File: src/rtl/fetch_ctrl_b32_if.sv
// fetch_ctrl_b32_if: PC-register write port, instruction-memory read port and downstream instruction handshake.
interface fetch_ctrl_b32_if;
  logic [31:0] pc_cur, pc_next, imem_addr, imem_data, instr, redirect_target;
  logic pc_wEn, imem_req, imem_ack, instr_valid, instr_ready, redirect;
  modport master(
    input pc_cur, imem_ack, imem_data, instr_ready, redirect, redirect_target,
    output pc_wEn, pc_next, imem_req, imem_addr, instr, instr_valid
  );
  modport slave(
    output pc_cur, imem_ack, imem_data, instr_ready, redirect, redirect_target,
    input pc_wEn, pc_next, imem_req, imem_addr, instr, instr_valid
  );
endinterface

File: src/rtl/fetch_ctrl_b32.sv
// fetch_ctrl_b32: instruction-fetch sequencer driving PC writes, memory requests and the instruction handshake.
module fetch_ctrl_b32 #(
  parameter logic [31:0] RESET_PC = 32'h0000_0000,
  parameter logic [31:0] PC_STEP = 32'd4
) (
  input logic clock,
  input logic reset,
  fetch_ctrl_b32_if.master f
);
  typedef enum logic [1:0] {S_INIT, S_UPD, S_REQ, S_HOLD} state_t;
  state_t state, state_n;
  logic wen, wen_n, req, req_n, valid, valid_n, pend, pend_n;
  logic [31:0] pcn, pcn_n, addr, addr_n, instr, instr_n, pend_tgt, pend_tgt_n;
  assign f.pc_wEn = wen;
  assign f.pc_next = pcn;
  assign f.imem_req = req;
  assign f.imem_addr = addr;
  assign f.instr = instr;
  assign f.instr_valid = valid;
  always_ff @(posedge clock or posedge reset)
    if (reset) begin
      state <= S_INIT;
      wen <= 1'b0;
      pcn <= RESET_PC;
      req <= 1'b0;
      addr <= '0;
      instr <= '0;
      valid <= 1'b0;
      pend <= 1'b0;
      pend_tgt <= '0;
    end else begin
      state <= state_n;
      wen <= wen_n;
      pcn <= pcn_n;
      req <= req_n;
      addr <= addr_n;
      instr <= instr_n;
      valid <= valid_n;
      pend <= pend_n;
      pend_tgt <= pend_tgt_n;
    end
  // pcn holds the value being written, which is what pc_cur will show once the write lands
  always_comb begin
    state_n = state;
    wen_n = 1'b0;
    pcn_n = pcn;
    req_n = req;
    addr_n = addr;
    instr_n = instr;
    valid_n = valid;
    pend_n = pend;
    pend_tgt_n = pend_tgt;
    case (state)
      S_INIT: begin
        wen_n = 1'b1;
        pcn_n = RESET_PC;
        state_n = S_UPD;
      end
      S_UPD:
        if (f.redirect) begin
          wen_n = 1'b1;
          pcn_n = f.redirect_target;
        end else begin
          addr_n = pcn;
          req_n = 1'b1;
          state_n = S_REQ;
        end
      S_REQ:
        if (f.imem_ack) begin
          req_n = 1'b0;
          pend_n = 1'b0;
          if (f.redirect || pend) begin
            wen_n = 1'b1;
            pcn_n = f.redirect ? f.redirect_target : pend_tgt;
            state_n = S_UPD;
          end else begin
            instr_n = f.imem_data;
            valid_n = 1'b1;
            state_n = S_HOLD;
          end
        end else if (f.redirect) begin
          pend_n = 1'b1;
          pend_tgt_n = f.redirect_target;
        end
      default:
        if (f.redirect || f.instr_ready) begin
          valid_n = 1'b0;
          wen_n = 1'b1;
          pcn_n = f.redirect ? f.redirect_target : f.pc_cur + PC_STEP;
          state_n = S_UPD;
        end
    endcase
  end
endmodule

File: src/flat_wrapper.sv
// flat-port wrapper written by rule: the top's interface ports become plain ports
module fetch_ctrl_b32_flat 
#(
  parameter logic [31:0] RESET_PC = 32'h0000_0000,
  parameter logic [31:0] PC_STEP = 32'd4
)
  (clock, reset, f_pc_cur, f_imem_ack, f_imem_data, f_instr_ready, f_redirect, f_redirect_target, f_pc_wEn, f_pc_next, f_imem_req, f_imem_addr, f_instr, f_instr_valid);
  fetch_ctrl_b32_if f_i ();
  input logic clock;
  input logic reset;
  input wire logic [$bits(f_i.pc_cur)-1:0] f_pc_cur;
  input wire logic [$bits(f_i.imem_ack)-1:0] f_imem_ack;
  input wire logic [$bits(f_i.imem_data)-1:0] f_imem_data;
  input wire logic [$bits(f_i.instr_ready)-1:0] f_instr_ready;
  input wire logic [$bits(f_i.redirect)-1:0] f_redirect;
  input wire logic [$bits(f_i.redirect_target)-1:0] f_redirect_target;
  output wire logic [$bits(f_i.pc_wEn)-1:0] f_pc_wEn;
  output wire logic [$bits(f_i.pc_next)-1:0] f_pc_next;
  output wire logic [$bits(f_i.imem_req)-1:0] f_imem_req;
  output wire logic [$bits(f_i.imem_addr)-1:0] f_imem_addr;
  output wire logic [$bits(f_i.instr)-1:0] f_instr;
  output wire logic [$bits(f_i.instr_valid)-1:0] f_instr_valid;
  assign f_i.pc_cur = f_pc_cur;
  assign f_i.imem_ack = f_imem_ack;
  assign f_i.imem_data = f_imem_data;
  assign f_i.instr_ready = f_instr_ready;
  assign f_i.redirect = f_redirect;
  assign f_i.redirect_target = f_redirect_target;
  assign f_pc_wEn = f_i.pc_wEn;
  assign f_pc_next = f_i.pc_next;
  assign f_imem_req = f_i.imem_req;
  assign f_imem_addr = f_i.imem_addr;
  assign f_instr = f_i.instr;
  assign f_instr_valid = f_i.instr_valid;
  fetch_ctrl_b32 #(.RESET_PC(RESET_PC), .PC_STEP(PC_STEP)) u_core (.clock(clock), .reset(reset), .f(f_i));
endmodule
File: config.mk
export PLATFORM = sky130hd
export DESIGN_NAME = fetch_ctrl_b32_flat
export DESIGN_NICKNAME = d
export VERILOG_FILES = /design/src/rtl/fetch_ctrl_b32_if.sv /design/src/rtl/fetch_ctrl_b32.sv /design/src/flat_wrapper.sv
export SDC_FILE = /design/constraint.sdc
export NUM_CORES = 1
export LEC_CHECK = 0
export ABC_CLOCK_PERIOD_IN_PS = 7800
export CORE_MARGIN = 2
export CORE_UTILIZATION = 30
export DETAILED_ROUTE_END_ITERATION = 6
export GPL_TIMING_DRIVEN = 0
export PLACE_DENSITY = 0.59
export SLEW_MARGIN = 10
export SYNTH_ARGS = -nofsm -noshare
export SYNTH_HDL_FRONTEND = slang
export SYNTH_SLANG_ARGS = --single-unit
File: constraint.sdc
create_clock -name clock -period 7.8 [get_ports clock]
set_clock_uncertainty 0.1 [all_clocks]
set_input_delay 1.17 -clock clock [delete_from_list [all_inputs] [get_ports clock]]
set_output_delay 1.17 -clock clock [all_outputs]
set_load 0.1 [all_outputs]
==> results of run 1 <==
==> stage by stage <==
stage               instance area (um2)  std cells  hold WS (ps)  utilization  setup WS, ps
floorplan                          6500        571           364            -          2950
global placement                   8820       1043           376        0.417           691
detailed placement                 8860       1044           382        0.419          4090
CTS                                9530       1076           394        0.451          4500
global route                       9530       1076           400        0.451          4370
finish                             9540       1077           392        0.451          4500
==> synth_stat cells, types with 6 or more instances <==
cell type / instances
a211oi_1: 6
a21oi_1: 29
a221oi_1: 14
a222oi_1: 6
buf_1: 7
clkbuf_1: 20
dfrtp_1: 134
ha_1: 6
inv_1: 11
mux2_2: 98
nand2_1: 35
nand3_1: 23
nor2_1: 34
nor3_1: 14
o21ai_0: 29
xnor2_1: 12
xor2_1: 10
==> how the worst max path moves through the flow <==
stage                                    from                endpoint
after floorplan                         reset   u_core.f.imem_addr[0]
after global placement                  reset  u_core.f.imem_addr[25]
after detailed placement          f_pc_cur[2]    u_core.f.pc_next[28]
after CTS                 u_core.f.pc_next[7]            f_pc_next[7]
after global routing              f_pc_cur[2]    u_core.f.pc_next[28]
final                             f_pc_cur[3]    u_core.f.pc_next[28]
==> registers in the layout (all words and copies together), names as in the netlist <==
name / cells
u_core.f.pc_wEn: 1
u_core.pend: 1
u_core.state: 2
u_core.f.imem_req: 1
u_core.f.instr_valid: 1
u_core.pend_tgt: 32
u_core.f.instr: 32
u_core.f.imem_addr: 32
u_core.f.pc_next: 32
==> routing by layer <==
metal / part of all wire / GRT usage
met1: 0.44 / 0.236
met2: 0.49 / 0.299
met4: 0.015 / 0.0547
met3: 0.059 / 0.0458
met5: 0.00064 / 0
==> cell type report <==
type | count | area [um2] | area share
flip-flops and latches | 134 | 3350 | 0.352
multi-input cells | 389 | 2940 | 0.308
repair buffers | 198 | 2000 | 0.210
clock buffers | 20 | 447 | 0.0468
well taps | 275 | 344 | 0.0361
clock inverters | 12 | 225 | 0.0236
plain buffers | 37 | 179 | 0.0188
inverters | 11 | 48.8 | 0.00512
diodes | 1 | 2.50 | 0.000262
==> cells by family (layout without fill, tap and decap cells) <==
family / after synthesis / in the layout / synth area share
compound gates: 120 / 120 / 0.124
fa+ha+maj: 6 / 6 / 0.0115
buf+inv: 48 / 278 / 0.0339
other cells: 0 / 1 / 0
simple gates: 134 / 134 / 0.100
xor+xnor: 22 / 22 / 0.0296
flops: 134 / 134 / 0.515
mux: 107 / 107 / 0.185
==> results.json, run 1 <==
{
  "synth_top_area_cell": "dfrtp_1",
  "io_buffers": 197,
  "synth_top_area_share": 0.515,
  "rr_worst_depth": 8,
  "mostFrequentLayoutCells": "clkdlybuf4s50_1 (197), dfrtp_1 (134), mux2_2 (98), nand2_1 (35), nor2_1 (34)",
  "ys_warn_count": 0,
  "grt_pass1_vias": 5423,
  "hp-class": "reg -> reg",
  "hold_buffers": 0,
  "wl_per_cell_um": 19.0,
  "max_slew_margin": 0.320,
  "final.setup.tns_ps": 0,
  "fillers": 2023,
  "die_h_um": 151,
  "routabilityCongestion": 0.869,
  "ys_seq_area_frac": 0.515,
  "clkSinkCount": 134,
  "hp-start": "u_core.pend_tgt[23]",
  "dp_hpwl_mm": 15.1,
  "antenna_found_initial": 2,
  "ioPinCount": 200,
  "rows": 53,
  "critPathKind": "in -> reg",
  "crit_family": "simple AND/OR/NAND/NOR gates",
  "cp-end-kind": "flip-flop",
  "synthDistinctLibCells": 52,
  "hold_path_end": "u_core.pend_tgt[23]",
  "worst_slew_pin_slew_ps": 1020,
  "drc": 0,
  "reg2reg_to": "u_core.f.pc_next[8]",
  "timing.final.crit_share": 0.423,
  "post_cts_buffers": 0,
  "async_reset_ff_frac": 1.00,
  "cts.repair.resized": 0,
  "synthCells": 571,
  "crit_path_top_delay_cell": "or4_4",
  "drt_pass1_iterations": 5,
  "cp_slowest_stage_delay_ps": 590,
  "wl_mm": 20.4,
  "clock.fmax_mhz": 303,
  "syn-num-nets": 678,
  "cts_max_path_buffers": 2,
  "min_path_cells": 1,
  "ys_ff_latch": 134,
  "viasPerCell": 4.98,
  "clk_pin_slew_ps": 60,
  "period_needed_ps": 3300,
  "dieArea_um2": 22900,
  "grt-ovfl-total": 0,
  "slew_viol_final": 0,
  "final_hold_viol_count": 0,
  "crit_chain": "clkdlybuf4s50_1 > ha_1 > nand3_1 > or4_4 > nor3_1 > xnor2_1 > a221oi_1",
  "path_depth": 7,
  "drt_iter0_drc": 364,
  "r2r_slack_ps": 5030,
  "start_kind": "input pin",
  "synth_area_leaders": "dfrtp_1 (52%), mux2_2 (17%), a21oi_1 (2.2%)",
  "crit_arrival_ps": 3520,
  "numCtsBuffers": 17,
  "cp_data_required_time_ps": 8020,
  "insertion_delay_ps": 420,
  "dieWidth_um": 151,
  "netlist_area_um2": 6500,
  "r2r_start": "u_core.state[1]",
  "rsz0062_at_grt": "no",
  "start_util": 0.308,
  "htreeDepth": 4,
  "cp_num_buf_inv": 1,
  "area_growth_pct": 46.6,
  "layout-drive-gt1-share": 0.184,
  "grt.total_usage": 0.182,
  "avgSynthCellArea_um2": 11.4,
  "synth-edff-count": 0,
  "vias": 5364,
  "final_common_cell": "clkdlybuf4s50_1",
  "grt_max_degree": 89,
  "synth-main-ff-cell": "dfrtp_1",
  "cp_max_fo": 6,
  "grt_pass1_wl_mm": 31.2,
  "outcome": "finished, final reports clean",
  "nNetsFinal": 895,
  "ant_nets": 0,
  "cts_root_buf": "clkbuf_16",
  "timing.max_cap.violations": 0,
  "cts_tree": "yes",
  "setup_violations": 0,
  "core_um2": 21200
}
Power of run 1 is not shown: default switching activity piles up to over one toggle a cycle in this logic, so the estimate is an artifact.
==> inputs of run 2 (changes only) <==
Settings changed: ABC_CLOCK_PERIOD_IN_PS 7800 to 2900, PLACE_DENSITY 0.59 to 0.61.
Clock period 7.8 ns to 2.9 ns, I/O delays scaled along.
==> run 2 against run 1 <==
Net effect: wire length down 0.21%; die area unchanged; clock-buffer cell count up 2; via count up 1.9%; core utilization about the same; worst hold slack worse by 130 ps; global-route usage about the same; largest cell class unchanged; final area about the same; worst setup slack worse by 4200 ps.
==> results.json, run 2 (synthesis results as in run 1) <==
{
  "numCtsBuffers": 17,
  "insertion_delay_ps": 420,
  "critPathKind": "reg -> reg",
  "wl_per_cell_um": 18.9,
  "grt_pass1_wl_mm": 31.1,
  "cp_max_fo": 10,
  "worst_slew_pin_slew_ps": 1020,
  "viasPerCell": 5.06,
  "outcome": "finished, final reports clean",
  "grt-ovfl-total": 0,
  "period_needed_ps": 2640,
  "ioPinCount": 200,
  "multiInputGateArea_um2": 2940,
  "timing.final.crit_share": 0.911,
  "nNetsFinal": 898,
  "area_growth_pct": 46.7,
  "setup_violations": 0,
  "dieWidth_um": 151,
  "cp-end-kind": "flip-flop",
  "post_cts_buffers": 0,
  "start_kind": "flip-flop",
  "clk_pin_slew_ps": 60,
  "ant_nets": 0,
  "final_common_cell": "clkdlybuf4s50_1",
  "cp_data_required_time_ps": 3080,
  "fillers": 2005,
  "antenna_found_initial": 2,
  "die_h_um": 151,
  "routabilityCongestion": 0.851,
  "rsz0062_at_grt": "no",
  "cts_max_path_buffers": 2,
  "io_buffers": 197,
  "clkSinkCount": 134,
  "drt_iter0_drc": 274,
  "timing.max_cap.violations": 0,
  "grt.total_usage": 0.182,
  "rows": 53,
  "drt_pass1_iterations": 5,
  "wl_mm": 20.4,
  "start_util": 0.308,
  "final_core_util": 0.451,
  "slew_viol_final": 0,
  "regArea_um2": 3350,
  "final_hold_viol_count": 0,
  "drc": 0,
  "dp_hpwl_mm": 15.4,
  "grt_pass1_vias": 5317,
  "vias": 5464,
  "rr_worst_depth": 8,
  "clock.fmax_mhz": 379,
  "mostFrequentLayoutCells": "clkdlybuf4s50_1 (197), dfrtp_1 (134), mux2_2 (98), nand2_1 (35), nor2_1 (34)",
  "htreeDepth": 4,
  "max_slew_margin": 0.321,
  "hp-class": "in -> async",
  "grt_max_degree": 36,
  "dieArea_um2": 22900,
  "cts_root_buf": "clkbuf_16",
  "core_um2": 21200,
  "crit_arrival_ps": 2820,
  "cts_tree": "yes",
  "layout-drive-gt1-share": 0.189
}
run 2: what timing repair did:
item | CTS | global route
setup endpoints to repair | 0 | 7
hold buffers | 0 | 0
hold endpoints to repair | 0 | 0
resized for setup | 0 | 2
run 2: critical path: stages (launching register included):
cell and delay (ps):
dfrtp_1 360, inv_1 110, ha_1 220, or4_1 490
mux2_4 320, o21ai_0 140, buf_4 270, buf_2 340
o221ai_1 150
run 2: worst paths after layout:
check	slack [ps]	endpoint	startpoint
max in group asynchronous	1700	u_core.f.imem_addr[23]	reset
min	260	u_core.f.instr[11]	reset
max reg2reg	260	u_core.f.pc_next[30]	u_core.state[1]
min reg2reg	400	u_core.pend_tgt[24]	u_core.pend_tgt[24]
min in group clock	390	u_core.pend	f_redirect
max	260	u_core.f.pc_next[30]	u_core.state[1]
run 2: area by class of cell:
cell class	instances	area share
sequential	134	0.351
tap	275	0.0361
clock buffer	22	0.0507
antenna	1	0.000262
clock inverter	10	0.0151
multi-input combinational	389	0.308
inverter	11	0.00472
buffer	37	0.0189
timing repair buffer	201	0.215
run 2: per-layer routing:
layer / up-vias / wire, um / part of all wire / GRT usage
met5: - / 17 / 0.00083 / 0
met3: 24 / 1010 / 0.050 / 0.0373
li1: 2550 / - / - / -
met2: 155 / 9740 / 0.48 / 0.292
met1: 2733 / 9250 / 0.45 / 0.245
met4: 2 / 379 / 0.019 / 0.0612
run 2: stage by stage:
stage | hold WS (ps) | setup TNS (ps) | area (um2) | std cells | setup slack [ps]
2_1_floorplan | 364 | 0 | 6510 | 571 | 656
3_3_place_gp | 374 | -94830 | 8820 | 1043 | -716
3_5_place_dp | 386 | -329 | 8900 | 1047 | -68.9
4_1_cts | 267 | 0 | 9530 | 1079 | 171
5_1_grt | 294 | 0 | 9540 | 1079 | 14.6
6_report | 262 | 0 | 9540 | 1080 | 258
Power of run 2 is left out for the same reason.
==> inputs of run 3 (changes only) <==
Settings changed: CTS_CLUSTER_SIZE set to 14.
==> results of run 3 <==
Final layout, timing and power as in run 2 (identical DEF).
Power of run 3 is left out for the same reason.
